**src/rtl/wait_event_ctrl.sv**
```systemverilog
// wait_event_ctrl
// Runs one WAIT command at a time against a bank of single-bit wait lines.
// A command names a line, an event type and a cycle budget. The controller
// ends each accepted command with exactly one outcome: done, timeout, abort
// or bad index. All outcome pulses and status outputs are registered.

module wait_event_ctrl #(
    parameter int ALIAS_NB      = 5,
    parameter int TIMEOUT_WIDTH = 32,
    parameter int SEL_WIDTH     = (ALIAS_NB > 1) ? $clog2(ALIAS_NB) : 1
) (
    input  logic                     clk,
    input  logic                     rst,
    input  logic                     i_cmd_valid,
    output logic                     o_cmd_ready,
    input  logic [SEL_WIDTH-1:0]     i_cmd_sel,
    input  logic [1:0]               i_cmd_type,
    input  logic [TIMEOUT_WIDTH-1:0] i_cmd_timeout,
    input  logic                     i_abort,
    input  logic [ALIAS_NB-1:0]      i_wait,
    output logic                     o_busy,
    output logic                     o_done,
    output logic                     o_timeout,
    output logic                     o_err,
    output logic [TIMEOUT_WIDTH-1:0] o_elapsed,
    output logic [1:0]               o_status
);

    typedef enum logic {
        ST_IDLE = 1'b0,
        ST_WAIT = 1'b1
    } state_t;

    localparam logic [1:0] STAT_DONE    = 2'b01;
    localparam logic [1:0] STAT_TIMEOUT = 2'b10;
    localparam logic [1:0] STAT_ABORT   = 2'b11;

    localparam logic [1:0] EV_RISE  = 2'b00;
    localparam logic [1:0] EV_FALL  = 2'b01;
    localparam logic [1:0] EV_ANY   = 2'b10;
    localparam logic [1:0] EV_LEVEL = 2'b11;

    // Line count widened by one bit so an out-of-range index compares cleanly.
    localparam logic [SEL_WIDTH:0] LINE_COUNT = (SEL_WIDTH + 1)'(ALIAS_NB);

    state_t                   state_r;
    state_t                   next_state_s;
    logic [SEL_WIDTH-1:0]     sel_r;
    logic [1:0]               type_r;
    logic [TIMEOUT_WIDTH-1:0] timeout_r;
    logic [ALIAS_NB-1:0]      prev_r;
    logic [TIMEOUT_WIDTH-1:0] elapsed_r;
    logic [1:0]               status_r;
    logic                     done_r;
    logic                     timeout_pulse_r;
    logic                     err_r;

    logic                     accept_s;
    logic                     sel_ok_s;
    logic                     cur_s;
    logic                     prv_s;
    logic                     cond_s;
    logic [TIMEOUT_WIDTH:0]   elapsed_inc_s;
    logic [TIMEOUT_WIDTH-1:0] elapsed_sat_s;
    logic                     timeout_hit_s;
    logic                     done_nxt_s;
    logic                     timeout_nxt_s;
    logic                     err_nxt_s;
    logic [1:0]               status_nxt_s;
    logic [TIMEOUT_WIDTH-1:0] elapsed_nxt_s;

    assign accept_s = i_cmd_valid && (state_r == ST_IDLE);
    assign sel_ok_s = ({1'b0, i_cmd_sel} < LINE_COUNT);

    // Select the current and previous sample of the watched line.
    always_comb begin
        cur_s = 1'b0;
        prv_s = 1'b0;
        for (int i = 0; i < ALIAS_NB; i++) begin
            cur_s = cur_s | (i_wait[i] & (sel_r == SEL_WIDTH'(i)));
            prv_s = prv_s | (prev_r[i] & (sel_r == SEL_WIDTH'(i)));
        end
    end

    // Decode the event condition for the latched event type.
    always_comb begin
        cond_s = 1'b0;
        case (type_r)
            EV_RISE:  cond_s = cur_s & ~prv_s;
            EV_FALL:  cond_s = ~cur_s & prv_s;
            EV_ANY:   cond_s = cur_s ^ prv_s;
            EV_LEVEL: cond_s = cur_s;
            default:  cond_s = 1'b0;
        endcase
    end

    // Elapsed counter arithmetic; the extra bit keeps a saturated count from
    // ever matching a budget.
    assign elapsed_inc_s = {1'b0, elapsed_r} + {{TIMEOUT_WIDTH{1'b0}}, 1'b1};
    assign elapsed_sat_s = (&elapsed_r) ? elapsed_r : elapsed_inc_s[TIMEOUT_WIDTH-1:0];
    assign timeout_hit_s = (timeout_r != {TIMEOUT_WIDTH{1'b0}}) &&
                           (elapsed_inc_s == {1'b0, timeout_r});

    // State register.
    always_ff @(posedge clk or posedge rst) begin
        if (rst) begin
            state_r <= ST_IDLE;
        end else begin
            state_r <= next_state_s;
        end
    end

    // Next-state logic: abort, condition and timeout all end a wait.
    always_comb begin
        next_state_s = state_r;
        case (state_r)
            ST_IDLE: begin
                if (accept_s && sel_ok_s) begin
                    next_state_s = ST_WAIT;
                end else begin
                    next_state_s = ST_IDLE;
                end
            end
            ST_WAIT: begin
                if (i_abort || cond_s || timeout_hit_s) begin
                    next_state_s = ST_IDLE;
                end else begin
                    next_state_s = ST_WAIT;
                end
            end
            default: next_state_s = ST_IDLE;
        endcase
    end

    // Output logic: next values of the registered outcome outputs, with
    // abort beating condition and condition beating timeout.
    always_comb begin
        done_nxt_s    = 1'b0;
        timeout_nxt_s = 1'b0;
        err_nxt_s     = 1'b0;
        status_nxt_s  = status_r;
        elapsed_nxt_s = elapsed_r;
        case (state_r)
            ST_IDLE: begin
                if (accept_s) begin
                    elapsed_nxt_s = {TIMEOUT_WIDTH{1'b0}};
                    if (!sel_ok_s) begin
                        err_nxt_s    = 1'b1;
                        status_nxt_s = STAT_ABORT;
                    end else begin
                        err_nxt_s    = 1'b0;
                    end
                end else begin
                    elapsed_nxt_s = elapsed_r;
                end
            end
            ST_WAIT: begin
                elapsed_nxt_s = elapsed_sat_s;
                if (i_abort) begin
                    status_nxt_s = STAT_ABORT;
                end else if (cond_s) begin
                    done_nxt_s   = 1'b1;
                    status_nxt_s = STAT_DONE;
                end else if (timeout_hit_s) begin
                    timeout_nxt_s = 1'b1;
                    status_nxt_s  = STAT_TIMEOUT;
                end else begin
                    status_nxt_s = status_r;
                end
            end
            default: begin
                status_nxt_s = status_r;
            end
        endcase
    end

    // Outcome and counter registers.
    always_ff @(posedge clk or posedge rst) begin
        if (rst) begin
            done_r          <= 1'b0;
            timeout_pulse_r <= 1'b0;
            err_r           <= 1'b0;
            status_r        <= 2'b00;
            elapsed_r       <= {TIMEOUT_WIDTH{1'b0}};
        end else begin
            done_r          <= done_nxt_s;
            timeout_pulse_r <= timeout_nxt_s;
            err_r           <= err_nxt_s;
            status_r        <= status_nxt_s;
            elapsed_r       <= elapsed_nxt_s;
        end
    end

    // Command fields are captured at acceptance and held for the whole wait.
    always_ff @(posedge clk or posedge rst) begin
        if (rst) begin
            sel_r     <= {SEL_WIDTH{1'b0}};
            type_r    <= 2'b00;
            timeout_r <= {TIMEOUT_WIDTH{1'b0}};
        end else if (accept_s) begin
            sel_r     <= i_cmd_sel;
            type_r    <= i_cmd_type;
            timeout_r <= i_cmd_timeout;
        end
    end

    // Previous line samples, taken every cycle so an edge before acceptance
    // is never seen as new.
    always_ff @(posedge clk or posedge rst) begin
        if (rst) begin
            prev_r <= {ALIAS_NB{1'b0}};
        end else begin
            prev_r <= i_wait;
        end
    end

    assign o_cmd_ready = (state_r == ST_IDLE);
    assign o_busy      = (state_r == ST_WAIT);
    assign o_done      = done_r;
    assign o_timeout   = timeout_pulse_r;
    assign o_err       = err_r;
    assign o_elapsed   = elapsed_r;
    assign o_status    = status_r;

endmodule

```
**config.mk**
```make
export PLATFORM = sky130hd
export DESIGN_NAME = wait_event_ctrl
export DESIGN_NICKNAME = d
export VERILOG_FILES = /design/src/rtl/wait_event_ctrl.sv
export SDC_FILE = /design/constraint.sdc
export NUM_CORES = 1
export LEC_CHECK = 0
export CAP_MARGIN = 25
export CORE_MARGIN = 5
export CORE_UTILIZATION = 45
export DETAILED_ROUTE_END_ITERATION = 10
export HOLD_SLACK_MARGIN = 0.05
export PLACE_DENSITY = 0.81
export SETUP_SLACK_MARGIN = 0.02
export SLEW_MARGIN = 0
export SYNTH_ARGS = -nofsm -noshare
export SYNTH_HDL_FRONTEND = slang
export SYNTH_SLANG_ARGS = --single-unit
```
**constraint.sdc**
```tcl
create_clock -name clk -period 3.3 [get_ports clk]
set_input_delay 0.66 -clock clk [delete_from_list [all_inputs] [get_ports clk]]
set_output_delay 0.66 -clock clk [all_outputs]
set_load 0.1 [all_outputs]
```
* Word-level counts from Yosys, hierarchy flattened
Cells that the tools add are included.
Word-level totals: input bits 46, latch bits 0, output and inout port bits 39, bits in read-only memories 0, memories 0, bits in writable memories 0, bits in registers 80, logic and storage cells 82
Operators by class: shift operators 0, muxes and demuxes 23, bitwise operators 24, reductions and logical operators 11, equality and inequality tests 12, add/sub/neg operators 1, order comparisons 1, multipliers 0, divide/modulo/power cells 0
Operator list (count):
- 32-bit two-way mux | 2
- 32-bit one-hot mux with 2 select lines | 1
- 32-bit by 1-bit adder with 33-bit output (second input constant) | 1
- 33-bit by 32-bit equality test with 1-bit output | 1
- 32-bit AND reduction | 1
- 32-bit nonzero test | 1
- 1-bit bitwise AND | 12
- 1-bit two-way mux | 12
- 2-bit two-way mux | 5
- 1-bit OR | 8
- 3-bit by 2-bit equality test with 1-bit output (second input constant) | 2
- 2-bit equality test (second input constant) | 2
- 2-bit inequality test (second input constant) | 2
- 4-bit by 2-bit inequality test with 1-bit output (second input constant) | 1
- 1-bit one-hot mux with 4 select lines | 1
- 2-bit one-hot mux with 2 select lines | 1
- 3-bit by 1-bit equality test with 1-bit output (second input constant) | 1
- 3-bit equality test (second input constant) | 1
- 1-bit logical AND | 3
- 3-bit zero test | 1
- 3-bit less-than comparator (second input constant) | 1
- 1-bit NOT | 3
- 3-bit AND reduction | 1
- 2-bit by 1-bit equality test with 1-bit output (second input constant) | 1
- 6 further kinds | 7

* Longest topological paths before layout
Gate-level depths: netlist of the first run.
word-level depth 13, mapped depth 10, depth with buffers taken out 10

* Worst setup path after synthesis of the first run
OpenSTA, ideal clock, no wires.
path type register to register, start point register elapsed_r[0], in the netlist o_elapsed[0], end point register state_r, in the netlist o_busy, data required time 3180 ps, period minus slack after synthesis 3362 ps, cell stages (with the launch flop) 11, library setup time 120 ps, data arrival time 3243 ps, path buffers 1, slack -62 ps, cell sequence dfrtp_1 -> ha_1 -> and3_1 -> buf_4 -> nand4_4 -> nor2_4 -> nand3_2 -> or4_1 -> a211oi_1 -> nand4b_1 -> a31o_1
On the way: cells in the longest elaborated chain, start to end 6
RTL lines:
- start: declaration | line 52 | logic [TIMEOUT_WIDTH-1:0] elapsed_r;
- start signal: assignment | line 184 | elapsed_r <= {TIMEOUT_WIDTH{1'b0}};
- start signal: assignment | line 190 | elapsed_r <= elapsed_nxt_s;
- 32-bit by 1-bit adder with 33-bit output | line 99 | assign elapsed_inc_s = {1'b0, elapsed_r} + {{TIMEOUT_WIDTH{1'b0}}, 1'b1};
- 33-bit by 32-bit equality test with 1-bit output | line 102 | (elapsed_inc_s == {1'b0, timeout_r});
- 1-bit logical AND | line 101 | assign timeout_hit_s = (timeout_r != {TIMEOUT_WIDTH{1'b0}}) &&
- 1-bit logical OR | line 125 | if (i_abort || cond_s || timeout_hit_s) begin
- 1-bit two-way mux | line 125
- 1-bit one-hot mux with 2 select lines | line 116 | case (state_r)
- named net next_state_s | line 47 | state_t next_state_s;
- end signal: assignment | line 109 | state_r <= next_state_s;
- end: declaration | line 46 | state_t state_r;
The timed path passes the listed nets, and every way through them passes these cells. A chain may end at the register's enable or synchronous reset.

* Final worst setup path of the first run
Ends and elaborated chain as after synthesis.

==> metrics, run 1 <==
share of layout cells above drive strength 1=0.144; All-Layer GR Usage=0.220; DRC errors left=0; full die area=12900 sq um; Worst Tran Pin Value=0.646 ns; maxcap violations=0; mapped cell area=4810 sq um; Core ar.=10400 sq um; worst vdd ir=around 740 uV; Setup TNS=0 ns; # rows=37; sequential share of power=0.377; I/O Pins=between 80 and 90; asr flop ratio synth=1.00; Die H=roughly 110 um; worst relative slew slack=0.566; Worst-path clk slew=0.09 ns; worst skew pair latency=around 0.36 ns; CTS tree=done; crit path time final=3.02 ns; Die Span X=113 um; Arrival @ worst endpoint=around 3.3 ns; hpwl dp=about 11 mm; post-synthesis net count=approximately 620; NumNets Final=698; Crit Path Class=register to register; Worst Path Required=3.56 ns; Avg WL per Cell=~17 um; Tot Pwr=approximately 4.2 mW; Internal Power=between 2 and 2.5 mW; Combinational Power Share=0.445; Final Hold Viols=0; CTS max path bufs=2; predominant post-synthesis flop cell=dfrtp_1; Antenna Violating Nets Remaining=0; RSZ-0062 raised after global routing=no; Seq cells post-synth=80; clock group share of total power=0.178; max-slew violations=0; diode count=0; pin count of the biggest net entering global routing=47; Worst Path Buf+Inv=0; fmax=331 MHz; number of global-route vias before repair=4656; Hold WC Path Type=register to register; DRT Pass-1 Iters=5; Initial Util=0.464; post-synth cell types=between 60 and 70; Leak=between 2 and 3 nW; Final Cycle Share=0.915; CTS resizes=0; H-tree lvl count=3; DR vias/cell=5.81; root buffer cell=clkbuf_8; outcome=finished, final reports clean; sw frac=0.447; Startpoint Class=register; crit end category=register; setup bufs post-CTS=0; top cell family by delay on the critical path=simple AND/OR/NAND/NOR gates; Initial DRC Count=approximately 360; hold buffer count at CTS=0; CTS buffer count=9; Cell Chain, Critical Path=ha_1 > nand3_1 > nor4_4 > nand3_2 > nor4_1 > o311ai_0 > a211oi_1 > nand4b_1 > a31o_1; pwr dens=714 nW/um^2; initial antenna violation count=0; Clock Skew=between 0.01 and 0.015 ns; yosys warns=0; routed vias=between 4000 and 5000; drt total wl=about 14 mm; Final setup viols=0; Worst path slowest cell=dfrtp_2; Layout Cells excl Fill=790; grt total ovfl=0; net switching power=between 1.5 and 2 mW; Post-synth EDFFs=0; CTS Sinks=80; global placement routability congestion=between 0.9 and 1; syn_area_per_cell=~8.4 sq um; Area growth syn-to-layout=23.0%; first-pass GRT wire length=between 20 and 25 mm; post-synthesis sequential area ratio=0.416; slowest stage delay, CP=roughly 0.45 ns; Synth Instances=between 500 and 600; worst-path fanout max=9; port buffer count=between 80 and 90; Placed Instances=about 770
## layout make-up
class	count	area (sq um)
fill	953	4450
multi-input combinational	443	2620
sequential	80	2000
timing repair buffer	101	871
tap	136	170
clock buffer	11	151
clock inverter	5	55.1
inverter	14	52.6
## worst reg2reg max path, cell delays in order, from the launching register on
cell and delay [ns]:
dfrtp_2 0.45, ha_1 0.30, nand3_1 0.25, nor4_4 0.44, nand3_2 0.23, nor4_1 0.24
o311ai_0 0.17, a211oi_1 0.33, nand4b_1 0.22, a31o_1 0.28
## Yosys cell counts, drive strengths merged (2+ instances only)
library cell,n,area (sq um)
nand2b,4,25.0
nand4,16,121
buf,13,75.1
nor2b,3,18.8
nor4b,4,41.3
mux2,2,22.5
o31ai,11,82.6
clkbuf,20,75.1
o41ai,3,26.3
dfrtp,80,2000
nand3,29,155
mux2i,5,50.1
or4,2,15.0
and4,6,56.3
and2,6,38.8
o211ai,2,15.0
ha,3,37.5
a21oi,14,70.1
nor2,32,128
a211oi,3,22.5
o22ai,3,18.8
o311ai,3,26.3
a31o,2,17.5
inv,14,52.6
o21a,3,22.5
o21ai,46,230
nor3,6,30.0
and3,13,81.3
nor3b,3,22.5
nand2,135,507
nor4,21,174
xor2,12,105
a31oi,5,31.3
xnor2,30,263
nand4b,3,26.3
## placed cells by master, fill, tap and decap left out, types with 4 or more instances in the layout
| master | instances |
|---|---|
| a21oi_1 | 14 |
| a31oi_1 | 5 |
| and2_1 | 5 |
| and3_1 | 13 |
| and4_1 | 4 |
| buf_4 | 56 |
| clkbuf_8 | 11 |
| clkdlybuf4s50_1 | 45 |
| dfrtp_1 | 78 |
| inv_1 | 12 |
| mux2i_1 | 5 |
| nand2_1 | 135 |
| nand2b_1 | 4 |
| nand3_1 | 27 |
| nand4_1 | 14 |
| nor2_1 | 31 |
| nor3_1 | 6 |
| nor4_1 | 17 |
| o21ai_0 | 46 |
| o31ai_1 | 11 |
| xnor2_1 | 30 |
| xor2_1 | 12 |
## sequential cells by signal, summed over array words and instances (netlist names)
name / count
sel_r: 3
o_status: 2
o_done: 1
o_err: 1
prev_r: 5
o_elapsed: 32
o_busy: 1
type_r: 2
timeout_r: 32
o_timeout: 1
## per-stage QoR
step	hold slack (ns)	instance area, sq um	setup WS (ns)	util
2_1_floorplan	0.454	4820	0.115	-
3_3_place_gp	0.470	5710	0.358	0.551
3_5_place_dp	0.486	5710	0.291	0.551
4_1_cts	0.506	5920	0.337	0.571
5_1_grt	0.535	5920	0.0235	0.571
6_report	0.504	5920	0.280	0.571
## final timing paths
kind	start	end	slack (ns)	cells past startpoint
max in group asynchronous	rst	timeout_r[23]	1.85	3
worst max register to register	o_elapsed[0]	o_busy	0.28	9
worst min register to register	type_r[1]	type_r[1]	0.50	2
worst min-delay path	type_r[1]	type_r[1]	0.50	2
min in group asynchronous	rst	o_elapsed[9]	0.62	2
worst max-delay path	o_elapsed[0]	o_busy	0.28	9
## routing by layer
metal	track usage	part of all wire	vias to the layer above
met1	0.292	0.43	2206
li1	-	-	2167
met5	0	0	-
met2	0.357	0.48	186
met4	0.0841	0.020	0
met3	0.0440	0.070	28
## logic make-up after synthesis
kind of cell,after synthesis,share of synthesized area
mux,8,0.0198
flops,80,0.416
fa+ha+maj,3,0.00780
xor+xnor,42,0.0764
compound gates,103,0.132
simple gates,287,0.306
buf+inv,47,0.0421
## power by group through the flow
stage	Combinational [mW]	Sequential, mW	Clock, mW
floorplan	1.16	1.75	0
global placement	1.82	1.60	0
detailed placement	1.87	1.61	0
CTS	1.88	1.59	0.767
global route	2.08	1.64	0.811
finish	1.88	1.59	0.751
(Power assumes the default switching activity.)
==> inputs of run 2 (changes only) <==
--- a/config.mk
+++ b/config.mk
@@ -9,8 +9,9 @@
 export CORE_MARGIN = 5
 export CORE_UTILIZATION = 45
 export DETAILED_ROUTE_END_ITERATION = 10
+export DONT_BUFFER_PORTS = 1
 export HOLD_SLACK_MARGIN = 0.05
-export PLACE_DENSITY = 0.81
+export PLACE_DENSITY = 0.71
 export SETUP_SLACK_MARGIN = 0.02
 export SLEW_MARGIN = 0
 export SYNTH_ARGS = -nofsm -noshare
==> run 2 against run 1 <==
Via count shrank 4.4%. Clock power shrank 9.7%. Sequential cell count is the same. Routed wire length shrank 1.9%. Clock skew shrank 0.0042 ns. Sequential power grew 7%. Setup slack lost 0.023 ns. Design area shrank 9.4%. Register-to-register slack lost 0.02 ns. Count of clock-buffer cells in the layout shrank 2. Critical path type unchanged. Critical endpoint unchanged. Largest power group is now sequential cells.
==> metrics, run 2 (synthesized netlist as in run 1, its figures left out) <==
drt total wl=13.5 mm (-1.9%); Tot Pwr=4.07 mW (-3.7%); Setup TNS=0 ns (unchanged); RSZ-0062 raised after global routing=no; initial antenna violation count=0 (unchanged); Clock Skew=0.0107 ns (-0.00418 ns); hold path depth=0 (-2); number of global-route vias before repair=4479 (-3.8%); I/O Pins=85 (unchanged); final worst slack=0.258 ns (-0.0226 ns); worst vdd ir=608 uV (-18%); All-Layer GR Usage=0.219 (-0.00156); H-tree lvl count=3 (unchanged); pin count of the biggest net entering global routing=50 (+6.4%); full die area=12900 sq um (unchanged); routed vias=4386 (-4.4%); Reg2Reg Depth=9 (unchanged); grt total ovfl=0 (unchanged); hpwl dp=10.2 mm (-3.3%); crit path time final=3.04 ns (+0.0226 ns); worst relative slew slack=0.362 (-0.205); hold buffer count at CTS=0 (unchanged); global placement routability congestion=0.970 (+2.1%); Startpoint Class=register; Die Span X=113 um (unchanged); hold endpoint=prev_r[3]; Layout Cells excl Fill=733 (-7.2%); Placed Instances=717 (-7.4%); slack of the worst reg-to-reg path=0.26 ns (-0.02 ns); DRT Pass-1 Iters=5 (unchanged); Initial Util=0.464 (unchanged); Final Hold Viols=0 (unchanged); Final Cycle Share=0.922 (+0.00684); CTS tree=done; NumNets Final=641 (-8.2%); Die H=113 um (unchanged); DR vias/cell=5.98 (+3.1%); Crit Path Class=register to register; max-slew violations=0 (unchanged); r2r startpoint=o_elapsed[0]; most frequent cells in the layout=135 x nand2_1, 78 x dfrtp_1, 46 x o21ai_0, 43 x buf_4, 31 x nor2_1; Worst Tran Pin Value=0.958 ns (+0.312 ns); fmax=329 MHz (-0.74%); outcome=finished, final reports clean; CTS buffer count=9 (unchanged); DP Worst Slack=0.346 ns (+0.0548 ns); reg-to-reg endpoint=o_busy; CTS Sinks=80 (unchanged); Worst Hold Slack=0.315 ns (-0.189 ns); root buffer cell=clkbuf_8; min-delay src=i_wait[3]; Arrival @ worst endpoint=3.31 ns (+0.03 ns); GRT met2 Usage=0.362 (+0.00513); CTS max path bufs=2 (unchanged); crit end category=register; Antenna Violating Nets Remaining=0 (unchanged); diode count=0 (unchanged); maxcap violations=0 (unchanged); Initial DRC Count=296 (-18%); busiest grt layer=met2; Worst-path clk slew=0.09 ns (about the same); worst skew pair latency=0.37 ns (about the same); CTS resizes=0 (unchanged); setup bufs post-CTS=0 (unchanged); port buffer count=0 (-100%); M3 GR Usage=0.0626 (+0.0186); Area growth syn-to-layout=11.4%; DRC errors left=0 (unchanged); Leak=2.33 nW (-9.4%); met1 global-route usage=0.272 (-0.0204); Final setup viols=0 (unchanged); worst-path fanout max=10 (+1); Core ar.=10400 sq um (unchanged); Hold WC Path Type=input pin to register; Avg WL per Cell=18.5 um (+5.7%); Worst Path Required=3.57 ns (about the same); # rows=37 (unchanged); leading cell type in the layout, fill and taps excluded=nand2_1; share of layout cells above drive strength 1=0.137 (-0.00638); first-pass GRT wire length=22.6 mm (-0.85%); pwr dens=759 nW/um^2 (+6.3%)
## run 2: cell count changes in the layout (fill, tap and decap cells not counted)
| cell | change |
|---|---|
| buf_12 | +1 |
| buf_4 | -13 |
| bufinv_16 | -1 |
| clkbuf_8 | -2 |
| clkdlybuf4s50_1 | -45 |
| clkinv_2 | +1 |
| clkinvlp_4 | -1 |
| inv_2 | -1 |
| inv_6 | +4 |
## run 2: per-layer routing
metal	wire length, um	vias to the layer above
met2	6540	174
li1	-	2061
met1	5560	2117
met4	306	0
met5	0	-
met3	1120	34
## run 2: area by class of cell
cell class | instances | area (sq um)
clock buffer | 9 | 124
clock inverter | 7 | 52.6
fill | 1006 | 5010
inverter | 14 | 53.8
multi-input combinational | 443 | 2620
sequential | 80 | 2000
tap | 136 | 170
timing repair buffer | 44 | 343
## run 2: where the power goes
group	switching [mW]	total, mW	internal [mW]
registers	0.450	1.70	1.25
clock network	0.397	0.678	0.281
logic	1.07	1.70	0.631
total	1.91	4.07	2.16
## run 2: worst max-delay path by stage
stage                   from  endpoint  slack [ns]  cells after the start
2_1_floorplan  o_elapsed[19]    o_busy        0.11                      9
3_3_place_gp    o_elapsed[0]    o_busy        0.43                      9
3_5_place_dp    o_elapsed[0]    o_busy        0.35                      9
4_1_cts         o_elapsed[0]    o_busy        0.33                      9
5_1_grt         o_elapsed[1]    o_busy        0.13                      9
6_report        o_elapsed[0]    o_busy        0.26                      9
## run 2: critical path: stages, from the launching register on
cell and delay [ns]:
dfrtp_2 0.37, ha_1 0.26, and3_1 0.34, nand4_4 0.23
or4_1 0.51, o211ai_1 0.11, o2111ai_1 0.13, nor4_1 0.42
nand4b_1 0.28, a31o_1 0.29
## run 2: metrics by stage
stage | util | area [sq um]
2_1_floorplan | - | 4820
3_3_place_gp | 0.500 | 5190
3_5_place_dp | 0.500 | 5190
4_1_cts | 0.517 | 5360
5_1_grt | 0.517 | 5360
6_report | 0.517 | 5360
==> variant, RTL diff (settings of run 1) <==
`ALIAS_NB`: 5 -> 10.
--- a/src/rtl/wait_event_ctrl.sv
+++ b/src/rtl/wait_event_ctrl.sv
@@ -5,7 +5,7 @@
 // or bad index. All outcome pulses and status outputs are registered.
 
 module wait_event_ctrl #(
-    parameter int ALIAS_NB      = 5,
+    parameter int ALIAS_NB      = 10,
     parameter int TIMEOUT_WIDTH = 32,
     parameter int SEL_WIDTH     = (ALIAS_NB > 1) ? $clog2(ALIAS_NB) : 1
 ) (
Interface: changed (resized i_cmd_sel and i_wait); port bits go from 85 to 91. The function was not compared with the original's and may differ.
==> variant against run 1 <==
  * Power is 1.5% lower
  * Non-clock buffer count up 1
  * Sequential cell count rose by 6
  * Area after synthesis is 3.6% higher
  * Synthesized cell count grew 1.2%
  * Routed wire length grew 6.8%
  * Worst setup slack worse by 0.019 ns
  * Via count grew 3.1%
  * Critical endpoint is now o_status[0]$_DFFE_PP0P_
  * Sequential share of layout area up 1.3 points
  * Cell area increased by 4.4%
  * First-iteration DRC count rose by 6.6%
  * Clock power increased by 7.1%
  * Clock skew about the same
==> variant: results (changes against run 1) <==
Status
  – Status: complete, no violations (unchanged)

Place
  – GPL Wtd Cong: 0.9338 (was 0.9499)
  – Area post-placement: 0.005951 mm^2 (was 0.005714 mm^2)
  – Place WS: 0.2299 ns (was 0.2908 ns)
  – Dpl hpwl: 11110 um (was 10510 um)
  – Placed insts: 789 (was 774)

Global route
  – GRT met2 Usage: 0.3511 (was 0.3570)
  – Global-route wire length before repair: 23540 um (was 22800 um)
  – GR Util All Layers: 0.2268 (was 0.2203)
  – Global routing met1 resource utilization: 0.3136 (was 0.2923)

Synthesis
  – Register area share after synthesis: 0.4317 (was 0.4159)
  – Cell types occupying the most area after synthesis: dfrtp_1, nand2_1, xnor2_1 (unchanged)
  – Multiplexer share of the synthesized area: 0.02359 (was 0.01976)
  – Syn_nets: 632 (was 619)
  – Fraction of the mapped netlist area in adder cells: 0.007530 (was 0.007798)
  – Compound-Gate Fraction of Synth Area: 0.1458 (was 0.1318)
  – Xor/xnor cell area share of the yosys netlist: 0.07731 (was 0.07642)
  – Synth cell count leaders: nand2_1, dfrtp_1, o21ai_0 (unchanged)

Pwr
  – Pwr per Cell Area: 673.5 mW/mm^2 (was 713.8 mW/mm^2)
  – Clock net power: 804 uW (was 751 uW)
  – NetSw: 1863 uW (was 1888 uW)

Worst setup path
  – Max incr delay on CP: 0.51 ns (was 0.45 ns)
  – FF-to-FF End: o_status[0]$_DFFE_PP0P_ (was o_busy$_DFF_PP0_)
  – Worst EP arrival: 3.29 ns (was 3.28 ns)
  – Flop-to-flop setup slack: 0.26 ns (was 0.28 ns)

Layout
  – Fin util: 0.5701 (was 0.5709)
  – Layout cell share with drive strength beyond 1: 0.1564 (was 0.1437)
  – FILL cells: 971 (was 953)
  – Fin nets: 715 (was 698)

Route
  – DR WL met2: 6790 um (was 6678 um)
  – Routed met3 length: 1015 um (was 965 um)
  – Via count: 4728 (was 4587)
  – Initial DRC count: 386 (was 362)
  – Wire per inst: 18.28 um (was 17.45 um)
  – Vias/cell: 5.873 (was 5.806)

STA
  – Actual slew at the worst max-slew pin: 0.7718 ns (was 0.6459 ns)
  – WHS: 0.5341 ns (was 0.5039 ns)
  – Max Clock Skew: 0.01468 ns (was 0.01492 ns)
variant: changes by cell type after synthesis, sizes merged, moves of 6 or more:
cell | run 1 | this run
dfrtp | 80 | 86
nor4 | 21 | 11
nand2 | 135 | 147
buf | 13 | 6
xor2 | 12 | 18
variant: how the worst max path moves through the flow:
stage	startpoint	endpoint	slack [ns]	cells after the start
after floorplan	o_elapsed[16]$_DFFE_PP0P_	o_status[0]$_DFFE_PP0P_	0.02	8
after global placement	o_elapsed[0]$_DFFE_PP0P_	o_status[0]$_DFFE_PP0P_	0.30	9
after detailed placement	o_elapsed[0]$_DFFE_PP0P_	o_status[0]$_DFFE_PP0P_	0.23	9
after CTS	o_elapsed[0]$_DFFE_PP0P_	o_status[0]$_DFFE_PP0P_	0.19	9
after global routing	o_elapsed[0]$_DFFE_PP0P_	o_status[0]$_DFFE_PP0P_	0.09	9
final	o_elapsed[10]$_DFFE_PP0P_	o_status[0]$_DFFE_PP0P_	0.26	8
variant: worst register-to-register path, delay by kind of cell, from the launching register on:
family	cells	cell delay [ns]
AND/OR/NAND/NOR	6	1.83
flip-flops	1	0.51
AO/OA/AOI/OAI	1	0.38
multiplexers	1	0.21
variant: layout make-up:
class | instances | share of cell area
multi-input combinational | 452 | 0.4288
clock inverter | 7 | 0.01519
tap | 140 | 0.02835
inverter | 9 | 0.005669
sequential | 86 | 0.3513
clock buffer | 9 | 0.02004
timing repair buffer | 102 | 0.1506
variant: cell families (layout without fill, tap and decap cells):
kind of cell / after synthesis / in the layout
flip-flops: 86 / 86
AO/OA/AOI/OAI: 113 / 113
adder cells (fa/ha/maj): 3 / 3
buffers and inverters: 39 / 127
XOR/XNOR: 44 / 44
multiplexers: 10 / 10
AND/OR/NAND/NOR: 282 / 282
